### src/rtl/commit_trace_ctrl.sv
`default_nettype none
// ============================================================================
// Module   : commit_trace_ctrl
// Purpose  : Buffers retired-instruction commits in a small FIFO and
//            serialises them to the trace consumer, with ebreak halt
//            sequencing, instruction/cycle counters and a no-commit watchdog.
// Revision : 1.0 - initial release
// ============================================================================
module commit_trace_ctrl #(
  parameter int DEPTH   = 4,
  parameter int TIMEOUT = 65536,
  parameter int TMO_W   = 17
) (
  input  logic        clock,
  input  logic        reset,
  input  logic        cmt_valid,
  input  logic [63:0] cmt_pc,
  input  logic [31:0] cmt_inst,
  input  logic        cmt_break,
  output logic        cmt_ready,
  output logic        out_valid,
  input  logic        out_ready,
  output logic [63:0] out_pc,
  output logic [31:0] out_inst,
  output logic        out_break,
  output logic        halt,
  output logic        timeout,
  output logic [63:0] inst_cnt,
  output logic [63:0] cycle_cnt
);

  localparam int AW = $clog2(DEPTH);
  localparam logic [AW:0]      FULL_CNT = (AW + 1)'(DEPTH);
  localparam logic [TMO_W-1:0] WD_LAST  = TMO_W'(TIMEOUT - 1);

  typedef enum logic [1:0] {
    S_RUN   = 2'd0,
    S_DRAIN = 2'd1,
    S_HALT  = 2'd2,
    S_TMO   = 2'd3
  } state_t;

  state_t state, state_nxt;

  logic [63:0] pc_mem   [DEPTH];
  logic [31:0] inst_mem [DEPTH];
  logic        brk_mem  [DEPTH];

  logic [AW-1:0]    wr_ptr, rd_ptr;
  logic [AW:0]      count, count_nxt;
  logic [TMO_W-1:0] wd;
  logic             full, empty, enq, deq, accept_run;

  assign full  = (count == FULL_CNT);
  assign empty = (count == '0);
  assign enq   = cmt_valid && cmt_ready;
  assign deq   = out_valid && out_ready;

  // Local accept term keeps the FSM block free of a loop through cmt_ready.
  assign accept_run = cmt_valid && !full;

  always_comb begin
    count_nxt = count;
    if (enq && !deq) begin
      count_nxt = count + 1'b1;
    end else if (!enq && deq) begin
      count_nxt = count - 1'b1;
    end
  end

  always_comb begin
    state_nxt = state;
    cmt_ready = 1'b0;
    case (state)
      S_RUN: begin
        cmt_ready = !full;
        if (accept_run && cmt_break) begin
          state_nxt = S_DRAIN;
        end else if (!accept_run && (wd == WD_LAST)) begin
          state_nxt = S_TMO;
        end
      end
      S_DRAIN: begin
        if (count_nxt == '0) begin
          state_nxt = S_HALT;
        end
      end
      S_HALT:  state_nxt = S_HALT;
      S_TMO:   state_nxt = S_TMO;
      default: state_nxt = S_RUN;
    endcase
  end

  always_ff @(posedge clock) begin
    if (reset) begin
      state     <= S_RUN;
      wr_ptr    <= '0;
      rd_ptr    <= '0;
      count     <= '0;
      wd        <= '0;
      inst_cnt  <= '0;
      cycle_cnt <= '0;
    end else begin
      state <= state_nxt;
      count <= count_nxt;
      if (enq) begin
        wr_ptr   <= wr_ptr + 1'b1;
        inst_cnt <= inst_cnt + 64'd1;
      end
      if (deq) begin
        rd_ptr <= rd_ptr + 1'b1;
      end
      if (enq) begin
        wd <= '0;
      end else if (state == S_RUN) begin
        wd <= wd + 1'b1;
      end
      if ((state == S_RUN) || (state == S_DRAIN)) begin
        cycle_cnt <= cycle_cnt + 64'd1;
      end
    end
  end

  // Storage needs no reset: occupancy and pointers define what is valid.
  always_ff @(posedge clock) begin
    if (enq) begin
      pc_mem[wr_ptr]   <= cmt_pc;
      inst_mem[wr_ptr] <= cmt_inst;
      brk_mem[wr_ptr]  <= cmt_break;
    end
  end

  assign out_valid = !empty;
  assign out_pc    = out_valid ? pc_mem[rd_ptr]   : 64'd0;
  assign out_inst  = out_valid ? inst_mem[rd_ptr] : 32'd0;
  assign out_break = out_valid ? brk_mem[rd_ptr]  : 1'b0;
  assign halt      = (state == S_HALT);
  assign timeout   = (state == S_TMO);

endmodule
`default_nettype wire

### config.mk
export PLATFORM = sky130hd
export DESIGN_NAME = commit_trace_ctrl
export DESIGN_NICKNAME = d
export VERILOG_FILES = /design/src/rtl/commit_trace_ctrl.sv
export SDC_FILE = /design/constraint.sdc
export NUM_CORES = 1
export LEC_CHECK = 0
export BUFFER_PORTS_ARGS = -buffer_cell sky130_fd_sc_hd__buf_2
export CORE_MARGIN = 3
export CORE_UTILIZATION = 45
export CTS_CLUSTER_SIZE = 14
export DETAILED_ROUTE_END_ITERATION = 10
export HOLD_SLACK_MARGIN = 0.02
export PLACE_DENSITY = 0.65
export SETUP_SLACK_MARGIN = 0.3
export SLEW_MARGIN = 10
export SYNTH_ARGS = -nofsm -noshare
export SYNTH_HDL_FRONTEND = slang
export SYNTH_SLANG_ARGS = --single-unit
### constraint.sdc
create_clock -name clock -period 4.46 [get_ports clock]
set_clock_uncertainty 0.1 [all_clocks]
set_input_delay 0.223 -clock clock [delete_from_list [all_inputs] [get_ports clock]]
set_output_delay 0.223 -clock clock [all_outputs]
set_load 0.01 [all_outputs]
==> run summary, run 1 <==
STATUS
--------------------------------------------------------------------------------------
Run status                                                                complete, no violations

TIMING
--------------------------------------------------------------------------------------
Highest Clock Rate                                                           311.0 MHz
Period Utilization, post-route                                                  72.10%
Final-report max-slew violation count                                                0
Endpoints failing hold                                                               0
Setup repair after global routing missed its margin                              false
Worst slack on hold paths                                                    0.2260 ns
Post-layout min period                                                        3.216 ns
Total negative slack                                                              0 ns
Number of endpoints failing setup at the final stage                                 0
Rel. slew slack                                                                 30.53%
Slew at the pin closest to its max-slew limit                                 1.042 ns

ROUTING
--------------------------------------------------------------------------------------
Count of unresolved DRC violations after routing                                     0
Highest Signal Layer                                                              met5
TritonRoute pass-1 iters                                                             7
Remaining number of nets flagged by the antenna check after routing                  0
Overall via count from detail_route                                             13,360
Met1 WL                                                                      20,310 µm
Initial DRC count                                                                  797
Wirelength, routed                                                           49,360 µm
Routed wire per std cell                                                      19.27 µm
Met3 Wirelength                                                                3844 µm
Vias per Instance                                                                5.217
Routed wl met2                                                               24,120 µm

GLOBAL ROUTING
--------------------------------------------------------------------------------------
Overall routing resource usage                                                  18.96%
Grt ovf                                                                              0
Via count of the first global-routing pass                                      13,850
Wire length of the first global-routing pass                                 76,940 µm
Maximum number of pins on one net before global-route repair                       100
Antenna violations before repair                                                     4

LAYOUT
--------------------------------------------------------------------------------------
Share of the core filled with cells in the final layout                         56.71%
Area added between synthesis and finish                                         23.70%
Fraction of final layout cells with drive strength greater than 1               29.78%
Post-route non-filler standard cell count                                        2,561
Most common library cell in the layout ignoring fill and taps             sky130_fd_sc_hd__edfxtp_1
Top library cells by usage in the layout, fill and taps aside             sky130_fd_sc_hd__edfxtp_1 (388), sky130_fd_sc_hd__buf_2 (328), sky130_fd_sc_hd__dfxtp_1 (154), sky130_fd_sc_hd__nor2_1 (152), sky130_fd_sc_hd__and2_1 (109)
Net count of the finished layout                                                 2,012

LOGIC SYNTHESIS
--------------------------------------------------------------------------------------
Sequential share of the synthesized area                                        67.08%
Post-synthesis cell type with the largest combined area                   sky130_fd_sc_hd__edfxtp_1
Synthesized area per cell                                                    15.11 µm²
Cell area after synthesis                                                   22,030 µm²
Ranking of synthesized cells by area                                      sky130_fd_sc_hd__edfxtp_1 (53%), sky130_fd_sc_hd__dfxtp_1 (14%), sky130_fd_sc_hd__mux4_2 (9.9%)
Syn. warnings                                                                        0
Number of nets produced by synthesis                                             1,575
Synthesized instance count                                                       1,458
Number of register bits inferred by synthesis                                      544
Synth top area share                                                            52.90%
Count of cell types in the netlist                                                  52

CLOCK TREE
--------------------------------------------------------------------------------------
Clock root cell                                                           sky130_fd_sc_hd__clkbuf_16
CTS tree                                                                         built
Number of clock sinks                                                              544
TritonCTS Buffers                                                                   57
Clock insertion delay at the later pin of the skew report                      0.60 ns
Maximum number of buffers from clock root to sink                                    3
Number of buffers inserted by post-CTS setup repair                                  0
Post-CTS sizing                                                                      0
H-tree lvl count                                                                     2
Clock slew at the register clock pins of the worst setup and hold paths        0.06 ns

SETUP PATH
--------------------------------------------------------------------------------------
Crit-path leading delay family                                            buffers and inverters
Capturing element type of the critical path                               primary output
Cell Chain, Critical Path                                                 inv_1, ha_1, nand2b_4, buf_4, and2_1, buf_2
Setup crit start kind                                                        flip-flop
Crit-path slowest cell                                                    sky130_fd_sc_hd__buf_4
Crit-path max FO                                                                    56
Buf+Inv Stages, Crit Path                                                            3
Endpoint required time on the critical path                                    4.14 ns
Reg2reg setup slack                                                            1.41 ns
WS Path Type                                                                   reg2out
Data arrival time of the critical path                                         2.89 ns
Crit-path max cell delay                                                       0.56 ns

PWR
--------------------------------------------------------------------------------------
Total design power                                                            13.91 mW
Worst vdd ir                                                                 0.3082 mV
Static power due to leakage                                                   9.854 nW
Pwr dens                                                                  510.6 nW/µm²

DIE
--------------------------------------------------------------------------------------
Core Footprint                                                              48,050 µm²
Floorplan die area                                                          51,640 µm²
Die W                                                                         227.2 µm
Vertical die dimension                                                        227.2 µm
Io pins                                                                            330
Starting Density                                                                45.84%
Site row count                                                                      80

HOLD PATH
--------------------------------------------------------------------------------------
HP Class                                                                        in2reg

FLOW RUN
--------------------------------------------------------------------------------------
Number of maximum-capacitance constraint violations                                  0

PLACE
--------------------------------------------------------------------------------------
HPWL reported at the end of detailed placement                               31,140 µm
Buffers added on ports                                                             329
Inst Count DP                                                                    2,352
Gpl congestion                                                                  0.8376

path summary, 6_finish.rpt:
check,startpoint,end,cells past startpoint
max,count[0]$_SDFF_PP0_,out_pc[61],6
min,cmt_valid,state[0]$_SDFFE_PP0P_,5
max reg2reg,state[0]$_SDFFE_PP0P_,state[0]$_SDFFE_PP0P_,8
min reg2reg,wd[16]$_SDFFE_PP0P_,wd[16]$_SDFFE_PP0P_,2
synthesized netlist by cell type (all sizes together):
library cell / n
nand2: 58
nor2: 152
nand4: 40
mux4: 97
o22a: 1
nand2b: 3
nand3: 56
a211o: 1
nor4: 25
a211oi: 2
nor2b: 3
o22ai: 1
or2: 2
ha: 16
buf: 21
a41oi: 1
and3: 22
a21boi: 1
a21bo: 1
dfxtp: 156
xor2: 66
mux2: 1
nor3: 27
mux2i: 3
and2: 109
clkbuf: 43
or3: 17
o221ai: 1
and4: 16
a311oi: 2
a21oi: 16
o211a: 2
o21ai: 17
inv: 22
xnor2: 64
o21a: 1
edfxtp: 388
o211ai: 2
or4: 2
sequential cells by signal, indices dropped and copies added (netlist names), named ones only:
signal     count
pc_mem       256
wd            17
cycle_cnt     64
brk_mem        4
state          2
inst_mem     128
wr_ptr         2
inst_cnt      64
rd_ptr         2
count          3
routing by layer:
layer,vias to the layer above,global-route usage [%]
met1,6625,23.80
met3,81,6.112
li1,6320,-
met2,331,31.99
met4,4,5.040
met5,-,0
power breakdown:
part           leakage, nW  internal [mW]  total [mW]  switching, mW
Clock                0.938           2.76        4.65           1.89
Sequential            4.78           5.88        6.12          0.233
Combinational         4.14           1.47        3.15           1.67
Total                 9.85           10.1        13.9           3.80
timing repair:
| action | in CTS | in global routing |
|---|---|---|
| hold buffers | 99 | 0 |
| endpoints found under the hold margin | 431 | 0 |
| setup endpoints to repair | 0 | 0 |
cell type report:
class                      instances  area, µm²
fill                            3836      20800
tap                              615      769.5
clock buffer                      79       1653
clock inverter                    29      226.5
sequential                       544      14780
inverter                          22      82.58
antenna                            2      5.005
multi-input combinational        828       6908
timing repair buffer             442       2820
worst register-to-register path: cells and delay by family (launching register included):
family,cells,cell delay (ns)
AOI/OAI and AO/OA,4,0.85
DFF,1,0.32
adders and majority gates,1,0.58
and+or+nand+nor,1,0.73
buffers and inverters,2,0.37
metrics by stage:
stage	setup slack, ns	instance area, µm²
finish	1.244	27250
global route	1.034	27250
CTS	1.161	27240
detailed placement	1.449	24370
global placement	1.603	24370
floorplan	0.5750	22030
logic make-up after synthesis:
kind of cell,share of synthesized area (%)
buf+inv,1.704
flops,67.08
compound gates,1.409
simple gates,13.63
xor+xnor,5.169
mux,10.11
fa+ha+maj,0.9089
Note: power is estimated with default switching activity, not from simulation.
==> run 2, diff against run 1 <==
--- a/config.mk
+++ b/config.mk
@@ -11,7 +11,7 @@
 export CTS_CLUSTER_SIZE = 14
 export DETAILED_ROUTE_END_ITERATION = 10
 export HOLD_SLACK_MARGIN = 0.02
-export PLACE_DENSITY = 0.65
+export PLACE_DENSITY = 0.68
 export SETUP_SLACK_MARGIN = 0.3
 export SLEW_MARGIN = 10
 export SYNTH_ARGS = -nofsm -noshare
==> constraint.sdc (replaced) <==
create_clock -name clock -period 2.7 [get_ports clock]
set_clock_uncertainty 0.1 [all_clocks]
set_input_delay 0.135 -clock clock [delete_from_list [all_inputs] [get_ports clock]]
set_output_delay 0.135 -clock clock [all_outputs]
set_load 0.01 [all_outputs]
==> run summary, run 2 (same netlist as run 1, synthesis figures left out) <==
PWR
--------------------------------------------------------------------------------------
Net switching power                                                           6.900 mW
Register share of total power                                                    39.7%
Worst vdd ir                                                                 0.7201 mV
Total design power                                                            25.02 mW
Static power due to leakage                                                   10.38 nW
Proportion of total power due to net switching                                  27.57%
Pwr dens                                                                  877.9 nW/µm²
Comb power frac                                                                  30.2%
Cell internal pwr                                                             18.12 mW
Clock power share                                                                30.1%

ROUTING
--------------------------------------------------------------------------------------
TritonRoute pass-1 iters                                                             5
Vias per Instance                                                                5.310
Routed wire per std cell                                                      20.33 µm
Wirelength, routed                                                           53,050 µm
Overall via count from detail_route                                             13,860
Initial DRC count                                                                  893
Count of unresolved DRC violations after routing                                     0
Remaining number of nets flagged by the antenna check after routing                  0

PLACE
--------------------------------------------------------------------------------------
Gpl congestion                                                                  0.8196
Buffers added on ports                                                             329
HPWL reported at the end of detailed placement                               30,960 µm
DP Area                                                                     24,530 µm²
Setup Slack @ Placement                                                      0.1584 ns

DIE
--------------------------------------------------------------------------------------
Starting Density                                                                45.84%
Site row count                                                                      80
Core Footprint                                                              48,050 µm²
Die W                                                                         227.2 µm
Floorplan die area                                                          51,640 µm²
Vertical die dimension                                                        227.2 µm
Io pins                                                                            330

TIMING
--------------------------------------------------------------------------------------
Endpoints failing hold                                                               0
Period Utilization, post-route                                                  89.98%
Rel. slew slack                                                                 63.98%
Post-layout min period                                                        2.429 ns
Final-report max-slew violation count                                                0
Number of endpoints failing setup at the final stage                                 0
Worst slack on hold paths                                                    0.1234 ns
Setup repair after global routing missed its margin                               true
Slew at the pin closest to its max-slew limit                                0.5386 ns
Highest Clock Rate                                                           411.6 MHz
Min setup slack post-route                                                   0.2706 ns

CLOCK TREE
--------------------------------------------------------------------------------------
H-tree lvl count                                                                     2
Number of clock sinks                                                              544
CTS tree                                                                         built
TritonCTS Buffers                                                                   55
Clock slew at the register clock pins of the worst setup and hold paths        0.06 ns
Maximum number of buffers from clock root to sink                                    3
Clock root cell                                                           sky130_fd_sc_hd__clkbuf_16
Clock insertion delay at the later pin of the skew report                      0.60 ns

LAYOUT
--------------------------------------------------------------------------------------
Multi-input gate area                                                         7109 µm²
Fraction of final layout cells with drive strength greater than 1               34.61%
Top library cells by usage in the layout, fill and taps aside             sky130_fd_sc_hd__edfxtp_1 (388), sky130_fd_sc_hd__buf_2 (285), sky130_fd_sc_hd__nor2_1 (151), sky130_fd_sc_hd__dfxtp_1 (151), sky130_fd_sc_hd__dlygate4sd3_1 (99)
Number of flip-flops under the largest register name                               256
Final std cell area, no fill                                                28,500 µm²
Top Registers                                                             pc_mem (256), inst_mem (128)
Area taken by flip-flops and latches                                        14,790 µm²
Area added between synthesis and finish                                         29.41%
Final-layout fill cell count                                                     3,625
Net count of the finished layout                                                 2,059
Largest Register                                                                pc_mem
Most common library cell in the layout ignoring fill and taps             sky130_fd_sc_hd__edfxtp_1

HOLD PATH
--------------------------------------------------------------------------------------
HP Class                                                                        in2reg

SETUP PATH
--------------------------------------------------------------------------------------
Crit-path max cell delay                                                       0.55 ns
Data arrival time of the critical path                                         2.19 ns
Crit-path leading delay family                                            multiplexers
Crit-path slowest cell                                                    sky130_fd_sc_hd__mux4_2
Cell Chain, Critical Path                                                 buf_12, buf_16, mux4_2, and2_1, buf_2
WS Path Type                                                                   reg2out
Setup crit start kind                                                        flip-flop
Crit-path max FO                                                                    22
Buf+Inv Stages, Crit Path                                                            3
Endpoint required time on the critical path                                    2.47 ns
Capturing element type of the critical path                               primary output

GLOBAL ROUTING
--------------------------------------------------------------------------------------
Wire length of the first global-routing pass                                 79,160 µm
Maximum number of pins on one net before global-route repair                       107
Overall routing resource usage                                                  19.67%
Antenna violations before repair                                                     8
Via count of the first global-routing pass                                      13,890
Grt ovf                                                                              0

FLOW RUN
--------------------------------------------------------------------------------------
Number of maximum-capacitance constraint violations                                  0

STATUS
--------------------------------------------------------------------------------------
Run status                                                                complete, no violations

## run 2: layer usage
metal  wire length [µm]  share of wire (%)  vias to the layer above  global-route usage, %
met5                 27              0.051                        -                      0
met4               1118                2.1                        4                  5.607
met2              25950                 49                      380                  32.95
met3               3613                6.8                       83                  5.403
met1              22340                 42                     6969                  25.37
li1                   -                  -                     6419                      -
## run 2: final timing paths
path                                                to  depth (start not counted)                 from  slack (ns)
worst min-delay path            wr_ptr[0]$_SDFFE_PP0P_                          5            cmt_valid        0.12
worst max register to register   state[0]$_SDFFE_PP0P_                          9  count[0]$_SDFF_PP0_        0.37
worst min register to register     wd[16]$_SDFFE_PP0P_                          2  wd[16]$_SDFFE_PP0P_        0.39
worst max-delay path                         out_break                          5            flip-flop        0.27
## run 2: final cells by class
type / instances / area share [%]
Antenna cell: 6 / 0.05268
Clock buffer: 81 / 5.649
Clock inverter: 22 / 0.7199
Inverter: 22 / 0.3029
Multi-Input combinational cell: 828 / 24.94
Sequential cell: 544 / 51.87
Tap cell: 615 / 2.700
Timing Repair Buffer: 491 / 13.76
## run 2: what timing repair did
item / 4_1_cts / 5_1_grt
gates cloned: 7 / 9
gates resized for setup: 19 / 124
setup buffers: 7 / 10
setup endpoints to repair: 117 / 143
endpoints found under the hold margin: 420 / 0
hold buffers: 99 / 0
pin swaps: 3 / 32
## run 2: stage by stage
| step | std cells | setup TNS, ns | util (%) |
|---|---|---|---|
| detailed placement | 2368 | 0 | 51.06 |
| floorplan | 1458 | -40.30 | - |
| CTS | 2584 | 0 | 57.68 |
| global placement | 2368 | 0 | 51.06 |
| global route | 2608 | 0 | 59.32 |
| finish | 2609 | 0 | 59.33 |
## run 2: power groups by stage
stage / Combinational (mW) / Clock (mW) / Sequential [mW]
after CTS: 6.34 / 7.72 / 9.95
after detailed placement: 5.40 / 0 / 10.1
after global placement: 5.36 / 0 / 10.1
after floorplan: 3.41 / 0 / 10.1
after global routing: 8.07 / 8.04 / 9.99
final: 7.56 / 7.53 / 9.94
## run 2: worst register-to-register path, stage by stage, from the launching register on
cell	delay [ns]
sky130_fd_sc_hd__dfxtp_2	0.35
sky130_fd_sc_hd__inv_2	0.10
sky130_fd_sc_hd__ha_4	0.19
sky130_fd_sc_hd__nand2b_4	0.16
sky130_fd_sc_hd__buf_4	0.19
sky130_fd_sc_hd__a211o_1	0.35
sky130_fd_sc_hd__o22ai_1	0.17
sky130_fd_sc_hd__a41oi_1	0.12
sky130_fd_sc_hd__o211a_1	0.30
sky130_fd_sc_hd__a311oi_1	0.23
